[src/rtl/led_pattern_driver_if.sv]
// Command channel from the game control logic to the LED pattern driver.
// The sender drives a one-cycle strobe with channel, mode and flash count;
// the driver answers with a combinational ready that is low only while the
// addressed channel is busy with a counted flash.
interface led_pattern_driver_if;
    logic       cmd_valid;
    logic [1:0] cmd_ch;
    logic [1:0] cmd_mode;
    logic [3:0] cmd_count;
    logic       cmd_ready;

    modport master (
        output cmd_valid,
        output cmd_ch,
        output cmd_mode,
        output cmd_count,
        input  cmd_ready
    );

    modport slave (
        input  cmd_valid,
        input  cmd_ch,
        input  cmd_mode,
        input  cmd_count,
        output cmd_ready
    );
endinterface

[src/rtl/led_pattern_driver.sv]
// Three-channel LED pattern driver: OFF, ON, BLINK and counted FLASH
// patterns timed by one shared free-running tick prescaler. Commands take
// effect on the accepting edge; a channel in FLASH refuses new commands
// until its last flash has finished and flash_done has pulsed.
module led_pattern_driver #(
    parameter int unsigned TICK_DIV    = 2500000,
    parameter int unsigned BLINK_TICKS = 5
) (
    input  logic                  clk,
    input  logic                  reset,
    led_pattern_driver_if.slave   cmd,
    output logic [2:0]            led,
    output logic [2:0]            flash_done
);

    localparam int unsigned PRESC_W = $clog2(TICK_DIV);
    localparam int unsigned PHASE_W = (BLINK_TICKS > 1) ? $clog2(BLINK_TICKS) : 1;
    localparam logic [PRESC_W-1:0] PRESC_LAST = PRESC_W'(TICK_DIV - 1);
    localparam logic [PHASE_W-1:0] PHASE_LAST = PHASE_W'(BLINK_TICKS - 1);

    typedef enum logic [1:0] {
        MODE_OFF   = 2'd0,
        MODE_ON    = 2'd1,
        MODE_BLINK = 2'd2,
        MODE_FLASH = 2'd3
    } mode_t;

    logic [PRESC_W-1:0] presc_q;
    logic               tick;
    logic               accept;

    mode_t              state_q  [3];
    mode_t              state_d  [3];
    logic [PHASE_W-1:0] phase_q  [3];
    logic [PHASE_W-1:0] phase_d  [3];
    logic [3:0]         remain_q [3];
    logic [3:0]         remain_d [3];
    logic [2:0]         led_d;
    logic [2:0]         done_d;

    assign tick   = (presc_q == PRESC_LAST);
    assign accept = cmd.cmd_valid && cmd.cmd_ready;

    // Shared prescaler, never restarted by commands, wraps after the tick cycle
    always_ff @(posedge clk or negedge reset) begin
        if (!reset)
            presc_q <= '0;
        else if (tick)
            presc_q <= '0;
        else
            presc_q <= presc_q + PRESC_W'(1);
    end

    // Ready is withheld only when the addressed channel is mid-flash; channel 3 is a sink
    always_comb begin
        cmd.cmd_ready = 1'b1;
        case (cmd.cmd_ch)
            2'd0:    cmd.cmd_ready = (state_q[0] != MODE_FLASH);
            2'd1:    cmd.cmd_ready = (state_q[1] != MODE_FLASH);
            2'd2:    cmd.cmd_ready = (state_q[2] != MODE_FLASH);
            default: cmd.cmd_ready = 1'b1;
        endcase
    end

    // Per-channel next state: an accepted command wins over a tick on the same channel
    always_comb begin
        state_d  = state_q;
        phase_d  = phase_q;
        remain_d = remain_q;
        led_d    = led;
        done_d   = '0;
        for (int i = 0; i < 3; i++) begin
            if (accept && (cmd.cmd_ch == 2'(i))) begin
                phase_d[i]  = '0;
                remain_d[i] = '0;
                case (cmd.cmd_mode)
                    2'd0: begin
                        state_d[i] = MODE_OFF;
                        led_d[i]   = 1'b0;
                    end
                    2'd1: begin
                        state_d[i] = MODE_ON;
                        led_d[i]   = 1'b1;
                    end
                    2'd2: begin
                        state_d[i] = MODE_BLINK;
                        led_d[i]   = 1'b1;
                    end
                    default: begin
                        if (cmd.cmd_count == 4'd0) begin
                            state_d[i] = MODE_OFF;
                            led_d[i]   = 1'b0;
                        end else begin
                            state_d[i]  = MODE_FLASH;
                            led_d[i]    = 1'b1;
                            remain_d[i] = cmd.cmd_count;
                        end
                    end
                endcase
            end else if (tick && ((state_q[i] == MODE_BLINK) || (state_q[i] == MODE_FLASH))) begin
                if (phase_q[i] != PHASE_LAST) begin
                    phase_d[i] = phase_q[i] + PHASE_W'(1);
                end else begin
                    phase_d[i] = '0;
                    if ((state_q[i] == MODE_FLASH) && !led[i]) begin
                        if (remain_q[i] <= 4'd1) begin
                            state_d[i]  = MODE_OFF;
                            remain_d[i] = '0;
                            done_d[i]   = 1'b1;
                        end else begin
                            remain_d[i] = remain_q[i] - 4'd1;
                            led_d[i]    = 1'b1;
                        end
                    end else begin
                        led_d[i] = ~led[i];
                    end
                end
            end
        end
    end

    // Channel state, counters and registered LED / done outputs
    always_ff @(posedge clk or negedge reset) begin
        if (!reset) begin
            for (int i = 0; i < 3; i++) begin
                state_q[i]  <= MODE_OFF;
                phase_q[i]  <= '0;
                remain_q[i] <= '0;
            end
            led        <= '0;
            flash_done <= '0;
        end else begin
            for (int i = 0; i < 3; i++) begin
                state_q[i]  <= state_d[i];
                phase_q[i]  <= phase_d[i];
                remain_q[i] <= remain_d[i];
            end
            led        <= led_d;
            flash_done <= done_d;
        end
    end

endmodule

[src/flat_wrapper.sv]
// flat-port wrapper written by rule: the top's interface ports become plain ports
module led_pattern_driver_flat 
#(
    parameter int unsigned TICK_DIV    = 2500000,
    parameter int unsigned BLINK_TICKS = 5
)
  (clk, reset, led, flash_done, cmd_cmd_valid, cmd_cmd_ch, cmd_cmd_mode, cmd_cmd_count, cmd_cmd_ready);
  led_pattern_driver_if cmd_i ();
  input  logic clk;
  input  logic reset;
  output logic [2:0] led;
  output logic [2:0] flash_done;
  input wire logic [$bits(cmd_i.cmd_valid)-1:0] cmd_cmd_valid;
  input wire logic [$bits(cmd_i.cmd_ch)-1:0] cmd_cmd_ch;
  input wire logic [$bits(cmd_i.cmd_mode)-1:0] cmd_cmd_mode;
  input wire logic [$bits(cmd_i.cmd_count)-1:0] cmd_cmd_count;
  output wire logic [$bits(cmd_i.cmd_ready)-1:0] cmd_cmd_ready;
  assign cmd_i.cmd_valid = cmd_cmd_valid;
  assign cmd_i.cmd_ch = cmd_cmd_ch;
  assign cmd_i.cmd_mode = cmd_cmd_mode;
  assign cmd_i.cmd_count = cmd_cmd_count;
  assign cmd_cmd_ready = cmd_i.cmd_ready;
  led_pattern_driver #(.TICK_DIV(TICK_DIV), .BLINK_TICKS(BLINK_TICKS)) u_core (.clk(clk), .reset(reset), .cmd(cmd_i), .led(led), .flash_done(flash_done));
endmodule
[config.mk]
export PLATFORM = sky130hd
export DESIGN_NAME = led_pattern_driver_flat
export DESIGN_NICKNAME = d
export VERILOG_FILES = /design/src/rtl/led_pattern_driver_if.sv /design/src/rtl/led_pattern_driver.sv /design/src/flat_wrapper.sv
export SDC_FILE = /design/constraint.sdc
export NUM_CORES = 1
export LEC_CHECK = 0
export CAP_MARGIN = 20
export CORE_ASPECT_RATIO = 0.75
export CORE_UTILIZATION = 65
export CTS_BUF_LIST = sky130_fd_sc_hd__clkbuf_4
export CTS_CLUSTER_DIAMETER = 200
export DETAILED_ROUTE_END_ITERATION = 7
export GPL_TIMING_DRIVEN = 1
export PLACE_DENSITY_LB_ADDON = 0.3
export RECOVER_POWER = 25
export SLEW_MARGIN = 20
export SYNTH_ARGS = -nofsm -noshare
export SYNTH_HDL_FRONTEND = slang
export SYNTH_SLANG_ARGS = --single-unit
[constraint.sdc]
create_clock -name clk -period 6.7 [get_ports clk]
set_clock_uncertainty 0.2 [all_clocks]
set_input_delay 1.34 -clock clk [delete_from_list [all_inputs] [get_ports clk]]
set_output_delay 1.34 -clock clk [all_outputs]
set_load 0.1 [all_outputs]
==> impl_results.md <==
* Area added between synthesis and finish at 7.34%
* Power density over cell area at between 200 and 250 nW/um^2
* Compound-gate portion of the synthesized area at 0.145
* Critical path, cell by cell: clkdlybuf4s50_1 > inv_1 > ha_1 > inv_1 > o41a_1 > or2_2 > clkdlybuf4s50_1
* Site Rows at 21
* Stages on the worst setup path at 7
* Utilization of the core after routing at 0.751
* Worst slew pin tran at ~2.9 ns
* Asr flop ratio synth at 1.00
* Synthesized area at between 3000 and 4000 sq um
* Slowest cell on the critical path: clkdlybuf4s50_1
* Resized cells post-CTS at 0
* Count of distinct cell types in the synthesized netlist at 50
* Simple-gate portion of the synthesized area at 0.238
* Ranking of synthesized cells by area: dfrtp_1, ha_1, nor2_1
* Worst EP required at between 5 and 6 ns
* Total GRT Usage at 0.291
* RSZ-0062 raised after global routing: no
* 1st-iter DRT viols at approximately 280
* Initial Utilization at 0.700
* Share of synthesized cell area in full adder, half adder and majority cells at 0.0773
* Longest individual stage delay on the worst path at slightly below 1 ns
* WS Path Type: input pin to primary output
* Sum of overflow across all layers after global routing at 0
* Number of iterations in the first detailed-routing pass at 4
* Family with the most delay on the worst path: buffers and inverters
* Residual DRC count at 0
* Kind of start point of the critical path: input pin
* Floorplan Core Area at 4620 sq um
* Cell type contributing the most total cell area after synthesis: dfrtp_1
* Number of standard cells after synthesis at roughly 350
* Total I/O pin count at 18
* Synth Net Count at 378
* Leakage dissipation at approximately 0.0015 uW
* Die Y-Extent at roughly 63 microns
* Power after layout at between 600 and 700 uW
* Setup fix buffers added after clock tree synthesis at 0
* Area of the die at 5270 sq um
* Warnings, synthesis at 0
* Worst hold path cell count at 1
* Inserted Clock Buffers at 5
* CTS Hold Bufs at 0
* H-Tree Depth at 2
* FF+latch count, synth at 55
* Buf+Inv Stages, Crit Path at 4
* Share of layout cells above drive strength 1 at 0.0497
* GP Congestion at 0.879
* DIE WIDTH at between 80 and 90 microns
* Clock root buffer: clkbuf_4
* Yosys top cell area share at 0.425
* Clock tree from TritonCTS: done
* Hold_ws at slightly below 0.3 ns
* Wire length of the first global-routing pass at about 12 mm
* Count leader, synth: dfrtp_1
* Post-Route Setup TNS at 0 ns
* Worst-Skew Late Latency at around 0.36 ns
* Routed len/inst at between 15 and 20 microns
* Port Buf Inserts at 17
* Max-slew headroom at -0.944
* Slew Limit Fails at 56
* Register area share after synthesis at 0.425
* Max FO, Critical Path at 4
* Number of cells on the worst reg-to-reg path at 6
* Multiplexer share of the synthesized area at 0.0278
* Worst min-delay path class: flip-flop to flip-flop
* Period utilisation layout at 0.835
* Max rail drop VDD at between 0.15 and 0.2 mV
* Critical path capture point type: primary output
* Finish-stage setup viols at 0
* Synth top cells by count: dfrtp_1, nor2_1, nand2_1
* Mapped Avg Cell Area at 9.33 sq um
* Number of vias per cell at 6.48
* Count of max-cap constraint violations at 1
* Achievable Freq at roughly 180 MHz
* ANT nets after route at 0
* Fin. Hold Viols at 0
* Post-route minimum period at about 5.6 ns
* Arrival time worst endpoint at between 4 and 5 ns
* Number of antenna violations at the first check in global routing at 0
* Total inserted antenna cells at 0
* Filler Cells Inserted at about 360
* Failing checks: capacitance limit, slew limit
* Main combinational cell family by area after synthesis: simple AND/OR/NAND/NOR gates
* Number of cells in the design after placement at about 410
* XOR/XNOR Fraction of Synth Area at 0.0433
* Number of global-route vias before repair at between 2k and 3k
* Result of the run: finished, violations left
* Post-layout net count at ~390
* Pin count of the biggest net entering global routing at 56
* Sinks on Clock Net at 55
* Total wire length after detailed routing at slightly above 7 mm
* Post-synth EDFFs at 0
* Commonest register cell after synthesis: dfrtp_1
* Number of standard cells in the layout, taps in and fillers out at roughly 420
* HPWL after detailed placement at ~5.2 mm
* Routed via count at approximately 2.7k
* Maximum root-to-sink buffer count at 2
* Reg clk slew, reported paths at about 0.14 ns
-- cell families (layout without fill, tap and decap cells) --
kind of cell             Yosys count  in the layout
adder cells (fa/ha/maj)           20             20
multiplexers                       9              9
XOR/XNOR                          16             16
AO/OA/AOI/OAI                     74             74
flip-flops                        55             55
AND/OR/NAND/NOR                  136            136
buffers and inverters             37             52
-- layout by cell type, fill, tap and decap left out, types with 7 or more instances in the layout --
cell	n
o21ai_0	18
nand4_1	19
dfrtp_1	55
xor2_1	8
clkdlybuf4s50_1	16
nand3_1	19
a21oi_1	19
nor2_1	32
nand2_1	27
xnor2_1	8
inv_1	26
ha_1	20
clkbuf_4	7
nor4_1	7
a31oi_1	10
mux2i_1	9
-- registers in the layout (all words and copies together) (netlist names) --
signal and flops:
u_core.flash_done 3, u_core.state_q 6, u_core.led 3, u_core.presc_q 22, u_core.remain_q 12, u_core.phase_q 9
-- final cells by class --
class	instances	area, sq um	share of cell area
well taps	57	71.3	0.0205
repair buffers	18	169	0.0486
clock buffers	7	52.6	0.0151
multi-input cells	255	1700	0.490
clock inverters	1	5.00	0.00144
inverters	26	97.6	0.0281
flip-flops and latches	55	1380	0.396
-- metrics by stage --
stage / setup slack, ns / instance area (sq um)
after floorplan: 2.52 / 3240
after global placement: 1.20 / 3440
after detailed placement: 1.13 / 3440
after CTS: 1.13 / 3490
after global routing: 1.05 / 3470
final: 1.11 / 3470
-- final timing paths --
path / end / slack [ns] / startpoint
max in group asynchronous: u_core.presc_q[13] / 2.86 / reset
hold reg to reg: u_core.presc_q[0] / 0.30 / u_core.presc_q[0]
setup reg to reg: u_core.remain_q[5] / 3.82 / u_core.presc_q[0]
setup / recovery: cmd_cmd_ready / 1.11 / cmd_cmd_ch[0]
hold / removal: u_core.presc_q[0] / 0.30 / u_core.presc_q[0]
min in group asynchronous: u_core.presc_q[17] / 1.79 / reset
-- routing by layer --
layer,part of all wire,up-vias,global-route usage,routed length (microns)
met3,0.063,10,0.0511,446
li1,-,1289,-,-
met5,0,-,0,0
met4,0.011,0,0.0763,79
met2,0.45,97,0.449,3220
met1,0.47,1320,0.430,3380
-- worst reg2reg max path, cell delays in order (launching register included) --
cell     delay, ns
dfrtp_1       0.42
ha_1          0.23
nand4_1       0.36
nor4b_4       0.72
nand3_1       0.32
or3_1         0.39
a31oi_1       0.18
-- power by group --
| part | switching [uW] | total [uW] | internal, uW |
|---|---|---|---|
| clock | 96.4 | 146 | 49.4 |
| combinational | 104 | 158 | 54.1 |
| sequential | 34.2 | 393 | 359 |
No activity file was read; power rests on OpenSTA's default activity.
